<file path="config.mk">
export PLATFORM = sky130hd
export DESIGN_NAME = cu_fsm_flat
export DESIGN_NICKNAME = d
export VERILOG_FILES = /design/src/rtl/cu_fsm_if.sv /design/src/rtl/cu_fsm.sv /design/src/flat_wrapper.sv
export SDC_FILE = /design/constraint.sdc
export NUM_CORES = 1
export LEC_CHECK = 0
export BUFFER_PORTS_ARGS = -buffer_cell sky130_fd_sc_hd__buf_2
export CAP_MARGIN = 20
export CORE_MARGIN = 8
export CORE_UTILIZATION = 37
export CTS_CLUSTER_SIZE = 12
export DETAILED_ROUTE_END_ITERATION = 8
export PLACE_DENSITY = 0.94
export RECOVER_POWER = 25
export SLEW_MARGIN = 20
export SYNTH_ARGS = -nofsm -noshare
export SYNTH_HDL_FRONTEND = slang
export SYNTH_SLANG_ARGS = --single-unit
</file>
<file path="constraint.sdc">
create_clock -name clk -period 4.1 [get_ports clk]
set_input_delay 0.82 -clock clk [delete_from_list [all_inputs] [get_ports clk]]
set_output_delay 0.82 -clock clk [all_outputs]
set_load 0.05 [all_outputs]
</file>
<file path="src/rtl/cu_fsm_if.sv">
// Control-unit bus: instruction and branch flags in, datapath control out.
// The master modport is the control unit, the slave modport is the datapath side.
interface cu_fsm_if #(
  parameter int unsigned XLEN = 32
);
  logic [XLEN-1:0] ir;
  logic            br_eq;
  logic            br_lt;
  logic            br_ltu;
  logic            intr;
  logic            intr_en;

  logic            pc_we;
  logic [2:0]      pc_sel;
  logic            rf_we;
  logic [1:0]      rf_wr_sel;
  logic            mem_rden1;
  logic            mem_rden2;
  logic            mem_we2;
  logic [3:0]      alu_fun;
  logic            alu_srca;
  logic [1:0]      alu_srcb;
  logic            int_taken;
  logic            illegal;

  modport master (
    input  ir, br_eq, br_lt, br_ltu, intr, intr_en,
    output pc_we, pc_sel, rf_we, rf_wr_sel, mem_rden1, mem_rden2, mem_we2,
           alu_fun, alu_srca, alu_srcb, int_taken, illegal
  );

  modport slave (
    output ir, br_eq, br_lt, br_ltu, intr, intr_en,
    input  pc_we, pc_sel, rf_we, rf_wr_sel, mem_rden1, mem_rden2, mem_we2,
           alu_fun, alu_srca, alu_srcb, int_taken, illegal
  );
endinterface

</file>
<file path="src/rtl/cu_fsm.sv">
// Multicycle RV32I control unit: sequences fetch/exec/writeback/trap and decodes the
// instruction register into ALU, operand-select, PC, register-file and memory controls.
module cu_fsm #(
  parameter int unsigned XLEN = 32
) (
  input logic       clk,
  input logic       rst,
  cu_fsm_if.master  bus
);

  typedef enum logic [1:0] {StFetch, StExec, StWb, StTrap} state_e;

  localparam logic [6:0] OpOp     = 7'b0110011;
  localparam logic [6:0] OpOpImm  = 7'b0010011;
  localparam logic [6:0] OpLui    = 7'b0110111;
  localparam logic [6:0] OpAuipc  = 7'b0010111;
  localparam logic [6:0] OpJal    = 7'b1101111;
  localparam logic [6:0] OpJalr   = 7'b1100111;
  localparam logic [6:0] OpLoad   = 7'b0000011;
  localparam logic [6:0] OpStore  = 7'b0100011;
  localparam logic [6:0] OpBranch = 7'b1100011;

  state_e state_q, state_d;

  logic [6:0] opcode;
  logic [2:0] funct3;
  logic       trap_req;

  logic       pc_we;
  logic [2:0] pc_sel;
  logic       rf_we;
  logic [1:0] rf_wr_sel;
  logic       mem_rden1;
  logic       mem_rden2;
  logic       mem_we2;
  logic [3:0] alu_fun;
  logic       alu_srca;
  logic [1:0] alu_srcb;
  logic       int_taken;
  logic       illegal;

  logic       unused_ir;

  assign opcode    = bus.ir[6:0];
  assign funct3    = bus.ir[14:12];
  assign trap_req  = bus.intr & bus.intr_en;
  assign unused_ir = ^{bus.ir[XLEN-1:31], bus.ir[29:15], bus.ir[11:7]};

  always_ff @(posedge clk) begin
    if (rst) begin
      state_q <= StFetch;
    end else begin
      state_q <= state_d;
    end
  end

  always_comb begin
    state_d   = state_q;
    pc_we     = 1'b0;
    pc_sel    = 3'd0;
    rf_we     = 1'b0;
    rf_wr_sel = 2'd0;
    mem_rden1 = 1'b0;
    mem_rden2 = 1'b0;
    mem_we2   = 1'b0;
    alu_fun   = 4'b0000;
    alu_srca  = 1'b0;
    alu_srcb  = 2'd0;
    int_taken = 1'b0;
    illegal   = 1'b0;

    unique case (state_q)
      StFetch: begin
        mem_rden1 = 1'b1;
        state_d   = StExec;
      end

      StExec: begin
        pc_we   = 1'b1;
        state_d = trap_req ? StTrap : StFetch;
        case (opcode)
          OpOp: begin
            alu_fun   = {bus.ir[30], funct3};
            rf_we     = 1'b1;
            rf_wr_sel = 2'd3;
          end
          OpOpImm: begin
            // Only the shift-right pair uses ir[30] to pick arithmetic vs logical.
            alu_fun   = {(funct3 == 3'b101) ? bus.ir[30] : 1'b0, funct3};
            alu_srcb  = 2'd1;
            rf_we     = 1'b1;
            rf_wr_sel = 2'd3;
          end
          OpLui: begin
            alu_fun   = 4'b1001;
            alu_srca  = 1'b1;
            rf_we     = 1'b1;
            rf_wr_sel = 2'd3;
          end
          OpAuipc: begin
            alu_srca  = 1'b1;
            alu_srcb  = 2'd3;
            rf_we     = 1'b1;
            rf_wr_sel = 2'd3;
          end
          OpJal: begin
            pc_sel = 3'd3;
            rf_we  = 1'b1;
          end
          OpJalr: begin
            pc_sel = 3'd1;
            rf_we  = 1'b1;
          end
          OpLoad: begin
            alu_srcb  = 2'd1;
            mem_rden2 = 1'b1;
            state_d   = StWb;
          end
          OpStore: begin
            alu_srcb = 2'd2;
            mem_we2  = 1'b1;
          end
          OpBranch: begin
            case (funct3)
              3'b000:  pc_sel = bus.br_eq  ? 3'd2 : 3'd0;
              3'b001:  pc_sel = !bus.br_eq ? 3'd2 : 3'd0;
              3'b100:  pc_sel = bus.br_lt  ? 3'd2 : 3'd0;
              3'b101:  pc_sel = !bus.br_lt ? 3'd2 : 3'd0;
              3'b110:  pc_sel = bus.br_ltu  ? 3'd2 : 3'd0;
              3'b111:  pc_sel = !bus.br_ltu ? 3'd2 : 3'd0;
              default: illegal = 1'b1;
            endcase
          end
          default: illegal = 1'b1;
        endcase
      end

      StWb: begin
        rf_we     = 1'b1;
        rf_wr_sel = 2'd2;
        state_d   = trap_req ? StTrap : StFetch;
      end

      StTrap: begin
        pc_we     = 1'b1;
        pc_sel    = 3'd4;
        int_taken = 1'b1;
        state_d   = StFetch;
      end

      default: state_d = StFetch;
    endcase

    // Reset cycle drops whatever instruction was in flight: no enables, no side effects.
    if (rst) begin
      pc_we     = 1'b0;
      pc_sel    = 3'd0;
      rf_we     = 1'b0;
      rf_wr_sel = 2'd0;
      mem_rden1 = 1'b0;
      mem_rden2 = 1'b0;
      mem_we2   = 1'b0;
      alu_fun   = 4'b0000;
      alu_srca  = 1'b0;
      alu_srcb  = 2'd0;
      int_taken = 1'b0;
      illegal   = 1'b0;
    end
  end

  assign bus.pc_we     = pc_we;
  assign bus.pc_sel    = pc_sel;
  assign bus.rf_we     = rf_we;
  assign bus.rf_wr_sel = rf_wr_sel;
  assign bus.mem_rden1 = mem_rden1;
  assign bus.mem_rden2 = mem_rden2;
  assign bus.mem_we2   = mem_we2;
  assign bus.alu_fun   = alu_fun;
  assign bus.alu_srca  = alu_srca;
  assign bus.alu_srcb  = alu_srcb;
  assign bus.int_taken = int_taken;
  assign bus.illegal   = illegal;

endmodule

</file>
<file path="src/flat_wrapper.sv">
// flat-port wrapper written by rule: the top's interface ports become plain ports
module cu_fsm_flat 
#(
  parameter int unsigned XLEN = 32
)
  (clk, rst, bus_ir, bus_br_eq, bus_br_lt, bus_br_ltu, bus_intr, bus_intr_en, bus_pc_we, bus_pc_sel, bus_rf_we, bus_rf_wr_sel, bus_mem_rden1, bus_mem_rden2, bus_mem_we2, bus_alu_fun, bus_alu_srca, bus_alu_srcb, bus_int_taken, bus_illegal);
  cu_fsm_if #(.XLEN(XLEN)) bus_i ();
  input logic clk;
  input logic rst;
  input wire logic [$bits(bus_i.ir)-1:0] bus_ir;
  input wire logic [$bits(bus_i.br_eq)-1:0] bus_br_eq;
  input wire logic [$bits(bus_i.br_lt)-1:0] bus_br_lt;
  input wire logic [$bits(bus_i.br_ltu)-1:0] bus_br_ltu;
  input wire logic [$bits(bus_i.intr)-1:0] bus_intr;
  input wire logic [$bits(bus_i.intr_en)-1:0] bus_intr_en;
  output wire logic [$bits(bus_i.pc_we)-1:0] bus_pc_we;
  output wire logic [$bits(bus_i.pc_sel)-1:0] bus_pc_sel;
  output wire logic [$bits(bus_i.rf_we)-1:0] bus_rf_we;
  output wire logic [$bits(bus_i.rf_wr_sel)-1:0] bus_rf_wr_sel;
  output wire logic [$bits(bus_i.mem_rden1)-1:0] bus_mem_rden1;
  output wire logic [$bits(bus_i.mem_rden2)-1:0] bus_mem_rden2;
  output wire logic [$bits(bus_i.mem_we2)-1:0] bus_mem_we2;
  output wire logic [$bits(bus_i.alu_fun)-1:0] bus_alu_fun;
  output wire logic [$bits(bus_i.alu_srca)-1:0] bus_alu_srca;
  output wire logic [$bits(bus_i.alu_srcb)-1:0] bus_alu_srcb;
  output wire logic [$bits(bus_i.int_taken)-1:0] bus_int_taken;
  output wire logic [$bits(bus_i.illegal)-1:0] bus_illegal;
  assign bus_i.ir = bus_ir;
  assign bus_i.br_eq = bus_br_eq;
  assign bus_i.br_lt = bus_br_lt;
  assign bus_i.br_ltu = bus_br_ltu;
  assign bus_i.intr = bus_intr;
  assign bus_i.intr_en = bus_intr_en;
  assign bus_pc_we = bus_i.pc_we;
  assign bus_pc_sel = bus_i.pc_sel;
  assign bus_rf_we = bus_i.rf_we;
  assign bus_rf_wr_sel = bus_i.rf_wr_sel;
  assign bus_mem_rden1 = bus_i.mem_rden1;
  assign bus_mem_rden2 = bus_i.mem_rden2;
  assign bus_mem_we2 = bus_i.mem_we2;
  assign bus_alu_fun = bus_i.alu_fun;
  assign bus_alu_srca = bus_i.alu_srca;
  assign bus_alu_srcb = bus_i.alu_srcb;
  assign bus_int_taken = bus_i.int_taken;
  assign bus_illegal = bus_i.illegal;
  cu_fsm #(.XLEN(XLEN)) u_core (.clk(clk), .rst(rst), .bus(bus_i));
endmodule
</file>
==> metrics.txt, run 1 <==
Cells after Synth=72; clk_lat worst skew=about 230 ps; CTS Hold Bufs=0; critical path class=in2out; Port-buffer cells=36; Hold WC Path Type=reg2reg; Synth cell types=34; RSZ-0062 raised after global routing=no; clock buffers created by TritonCTS=3; hold endpoint=u_core.state_q[1]; Power Dens Cells=~170 mW/mm^2; Post-CTS Setup Inserts=0; static leakage=between 0.0003 and 0.0004 uW; Flop pwr share=between 10% and 20%; final setup vio count=0; worst flop-to-flop path endpoint=u_core.state_q[1]; CTS root buffer=clkbuf_4; Sw Share=39.8%; remaining max-slew budget at the tightest pin=between 60 and 70%; maximum fanout encountered on the critical timing path=5; final worst path period need=2970 ps; final non-filler cell total=between 100 and 150; number of buffers on the longest clock path=2; sequential area share after synthesis=under 10%; max-slew violation total from the final report=0; WP data arrival=about 2200 ps; CP peak stage delay=roughly 380 ps; internal cell power=between 70 and 80 uW; top-level I/O count=between 50 and 60; cell at the slowest stage of the critical path=a311o_2; Net count, final=between 150 and 200; Power, Total=between 100 and 150 uW; Gate power share=between 40% and 50%; flop-to-flop setup slack=about 2800 ps; switching pwr=50.0 uW; number of core rows=14; total inserted antenna cells=0; registers with the most flip-flops=u_core.state_q x2; number of cell instances on the worst register-to-register path=4; number of flip-flops and latches in the synthesized netlist=2; cell family with the largest share of critical-path delay=compound AO/OA/AOI/OAI gates; clock slew at reported path FFs=30 ps; weighted congestion reported at the end of routability-driven placement=approximately 0.79; Period Utilization, post-route=between 70% and 80%; Total Neg Setup Slack=0 ps; dpl hpwl=1.38 mm; Area Overhead vs Synth=35.6%; overall routing resource usage=between 10% and 20%; Net Count, Synth=between 100 and 150; max cap viols=0; number of cells upsized or downsized after cts=0; average wire per cell in the routed design=roughly 13 um; first-pass GRT wire length=about 2.5 mm; DRC violation total after the first TritonRoute iteration=16; kind of end point of the critical path=output port; maximum clock skew at final layout=4.10 ps; Std-Cell Core Area=approximately 0.0015 sq mm; routed via count divided by cell count=5.20; highest-count cells in the layout ignoring fill and taps=buf_2 (33), nand2_1 (6), nor2_1 (6), ha_1 (6), nor2b_1 (5); die width=around 55 um; share of power burned in the clock network=35.6%; via count=between 600 and 700; Data required, critical path=between 3000 and 4000 ps; Mapped Avg Cell Area=7.66 sq um; combined buffer and inverter count along the critical path=2; final hold viol count=0; H-tree lvl count=1; largest vdd supply drop=around 0.075 mV; sum of overflow across all layers after global routing=0; final-layout worst hold slack=between 700 and 800 ps; largest net degree at the start of global routing=16; max reg flops=2; overall die area=a little under 0.003 sq mm; outcome=finished clean; placed instance count=between 100 and 150; CTS tree=done; most frequent cell on the critical path=buf_2; first drt pass iteration count=4; core utilization of the finished layout=51.5%; antenna violations before repair=0; Cell Area, Synth=approximately 550 sq um; initial core utilization=38.0%; hold depth=3; critical path cell sequence=buf_2 -> xnor2_1 -> or3_1 -> a311o_2 -> a21oi_1 -> buf_2; crit path launch type=input pin; layout cell share with drive strength beyond 1=between 30% and 40%; number of warnings reported in the yosys synthesis log=0; WL final=1.66 mm; actual transition at the worst max-transition pin=598 ps; leading cell type in the layout, fill and taps excluded=buf_2; largest reg by FF count=u_core.state_q; Reg-to-Reg Start=u_core.state_q[0]; Detail Route Antenna Nets=0; hold_sp=u_core.state_q[1]; clk sinks=2; Max Clock Freq=between 0.3 and 0.4 GHz; number of remaining DRC errors=0; vias in the first global route=618; DIE HEIGHT=~55 um
[how the worst max path moves through the flow]
stage | from | end | cells after the start
after global routing | bus_ir[5] | bus_rf_we | 6
after detailed placement | bus_ir[3] | bus_rf_we | 6
final | bus_ir[12] | bus_pc_sel[1] | 6
after floorplan | bus_ir[3] | bus_rf_we | 4
after CTS | bus_ir[3] | bus_rf_we | 6
after global placement | bus_ir[12] | bus_pc_sel[1] | 6
[kinds of logic (layout without fill, tap and decap cells)]
family                     after synthesis  in the layout  share of synthesized area, %
adders and majority gates                6              6                          13.6
DFF                                      2              2                          7.26
buffers and inverters                    7             43                          5.44
xor gates and xnor gates                 3              3                          4.76
muxes                                    1              1                          1.81
and+or+nand+nor                         39             39                          46.3
AOI/OAI and AO/OA                       14             14                          20.9
[power by group through the flow]
stage,logic (uW),clock network (uW),registers [uW]
after CTS,59.1,45.1,22.4
final,58.7,44.8,22.3
after detailed placement,58.9,0,22.6
after global routing,64.0,45.7,22.6
after global placement,57.3,0,22.4
after floorplan,40.3,0,22.1
[tightest hold or removal path: cells and delay by family (launching register included)]
family	cells	cell delay, ps
AO/OA/AOI/OAI	1	50
adder cells (fa/ha/maj)	1	220
flip-flops	1	340
buffers and inverters	1	110
[per-layer routing]
metal	up-vias	GRT usage (%)	wire length, um
li1	334	-	-
met3	2	4.08	184
met2	24	17.0	798
met4	0	5.74	10
met5	-	0	0
met1	285	13.3	669
[cells in the mapped netlist, drive strengths merged]
library cell  instances  area, sq um
xor2                  1         8.76
nand3                 1         5.00
buf                   1         7.51
nand2                 6         22.5
and3                  2         12.5
or3                   3         23.8
a31oi                 2         12.5
ha                    6         75.1
nand4bb               1         27.5
a31o                  1         8.76
nor2b                 5         31.3
clkbuf                2         7.51
xnor2                 2         17.5
o32ai                 1         8.76
a211oi                2         15.0
nand2b                1         6.26
or2                   2         15.0
a2111oi               1         27.5
o22ai                 1         6.26
a21oi                 4         20.0
nor4b                 3         26.3
o21ai                 1         5.00
and2                  1         6.26
nor3                  3         15.0
nor2                  6         22.5
dfxtp                 2         40.0
and4bb                1         12.5
a311o                 1         11.3
inv                   4         15.0
nor3b                 3         22.5
mux2i                 1         10.0
nand4                 1         6.26
[per-stage QoR]
step	area, sq um	setup WS (ps)
finish	748	1130
global route	748	991
CTS	759	1130
detailed placement	737	1130
global placement	737	1150
floorplan	552	291
[final cells by class]
class	instances	area (sq um)
tap	16	20.0
multi-input combinational	63	474
clock buffer	3	22.5
inverter	4	15.0
timing repair buffer	36	176
sequential	2	40.0
fill	142	706
Note: power is estimated with default switching activity, not from simulation.
==> run 2: changes to the inputs <==
--- a/config.mk
+++ b/config.mk
@@ -8,10 +8,10 @@
 export BUFFER_PORTS_ARGS = -buffer_cell sky130_fd_sc_hd__buf_2
 export CAP_MARGIN = 20
 export CORE_MARGIN = 8
-export CORE_UTILIZATION = 37
+export CORE_UTILIZATION = 31
 export CTS_CLUSTER_SIZE = 12
 export DETAILED_ROUTE_END_ITERATION = 8
-export PLACE_DENSITY = 0.94
+export PLACE_DENSITY = 0.85
 export RECOVER_POWER = 25
 export SLEW_MARGIN = 20
 export SYNTH_ARGS = -nofsm -noshare
==> constraint.sdc (replaced) <==
create_clock -name clk -period 2.55 [get_ports clk]
set_input_delay 0.51 -clock clk [delete_from_list [all_inputs] [get_ports clk]]
set_output_delay 0.51 -clock clk [all_outputs]
set_load 0.05 [all_outputs]
==> metrics.txt, run 2 (same netlist as run 1, synthesis figures left out) <==
Power Dens Cells=259 mW/mm^2; overall routing resource usage=about a tenth; kind of end point of the critical path=output port; CTS Hold Bufs=0; die width=just under 60 um; first drt pass iteration count=4; WL final=about 1.9 mm; number of cell instances on the worst register-to-register path=4; clk_lat worst skew=between 200 and 250 ps; overall die area=0.00339 sq mm; DRC violation total after the first TritonRoute iteration=25; CTS tree=done; total inserted antenna cells=0; vias in the first global route=about 690; clock buffers created by TritonCTS=3; number of fill cells in the layout=around 170; final-layout worst hold slack=610 ps; clock slew at reported path FFs=~30 ps; cell at the slowest stage of the critical path=a311o_2; crit path launch type=input pin; highest-count cells in the layout ignoring fill and taps=buf_2 (33), nand2_1 (6), nor2_1 (6), ha_1 (6), nor2b_1 (5); largest net degree at the start of global routing=16; critical path cell sequence=buf_2 -> xnor2_1 -> or3_1 -> a311o_2 -> a21oi_2 -> buf_2; Data required, critical path=2040 ps; Net count, final=between 150 and 200; Power, Total=approximately 210 uW; Area Overhead vs Synth=45.4%; outcome=finished clean; number of core rows=15; static leakage=about 0.00037 uW; Post-CTS Setup Inserts=0; top-level I/O count=58; average wire per cell in the routed design=14.0 um; CP peak stage delay=390 ps; Hold WC Path Type=in2reg; actual transition at the worst max-transition pin=~600 ps; DIE HEIGHT=just under 60 um; final hold viol count=0; leading cell type in the layout, fill and taps excluded=buf_2; max cap viols=0; WP data arrival=1860 ps; maximum clock skew at final layout=about 2.4 ps; number of cells upsized or downsized after cts=0; antenna violations before repair=0; layout cell share with drive strength beyond 1=about 46%; Setup Slack @ Placement=between 150 and 200 ps; H-tree lvl count=1; max reg flops=2; Port-buffer cells=36; Max Clock Freq=approximately 0.42 GHz; largest vdd supply drop=0.128 mV; Total Neg Setup Slack=0 ps; Detail Route Antenna Nets=0; final setup vio count=0; maximum fanout encountered on the critical timing path=5; max-slew violation total from the final report=0; Period Utilization, post-route=around 93%; largest reg by FF count=u_core.state_q; dpl hpwl=between 1.5 and 2 mm; CTS root buffer=clkbuf_4; clk sinks=2; sum of overflow across all layers after global routing=0; registers with the most flip-flops=u_core.state_q x2; critical path class=in2out; final worst path period need=around 2400 ps; most frequent cell on the critical path=buf_2; hold depth=2; via count=676; number of remaining DRC errors=0; RSZ-0062 raised after global routing=no; weighted congestion reported at the end of routability-driven placement=between 0.7 and 0.8; Worst Setup Slack, final=approximately 180 ps; number of buffers on the longest clock path=2; routed via count divided by cell count=roughly 5.0; initial core utilization=~32%; remaining max-slew budget at the tightest pin=59.8%; first-pass GRT wire length=2.87 mm; Std-Cell Core Area=~0.0017 sq mm
## run 2: cell count changes in the layout (fill, tap and decap cells not counted), moves of 2 or more
cell     change
nor3_2       +2
nor3b_2      +2
nor3_1       -2
nor3b_1      -2
## run 2: path summary, 6_finish.rpt
check / start / endpoint / slack, ps
max: bus_ir[12] / bus_pc_sel[1] / 180
min: rst / u_core.state_q[1] / 610
max reg2reg: u_core.state_q[0] / u_core.state_q[1] / 1270
min reg2reg: u_core.state_q[1] / u_core.state_q[1] / 780
## run 2: area by class of cell
cell class | instances | area, sq um | area share, %
clock buffer | 3 | 22.5 | 2.81
inverter | 4 | 15.0 | 1.87
multi-input combinational | 63 | 509 | 63.5
sequential | 2 | 40.0 | 4.99
tap | 25 | 31.3 | 3.90
timing repair buffer | 37 | 184 | 22.9
## run 2: report_power, final
part	switching, uW	internal, uW
combinational	62.6	38.6
clock	18.5	52.0
sequential	2.52	33.5
## run 2: worst max-delay path: cells and delay by family
kind,cells,cell delay (ps)
AO/OA/AOI/OAI,2,510
buffers and inverters,2,410
AND/OR/NAND/NOR,1,300
XOR/XNOR,1,130
## run 2: metrics by stage
stage	utilization (%)	instances	instance area, sq um
2_1_floorplan	-	72	587
3_3_place_gp	46.3	131	791
3_5_place_dp	46.3	131	791
4_1_cts	47.6	134	813
5_1_grt	47.0	134	802
6_report	47.0	134	802
## run 2: layer usage
layer / share of wire [%] / track usage, % / vias up
li1: - / - / 337
met1: 40 / 10.2 / 306
met2: 52 / 19.9 / 29
met3: 5.3 / 2.43 / 4
met4: 2.2 / 4.55 / 0
met5: 0 / 0 / -
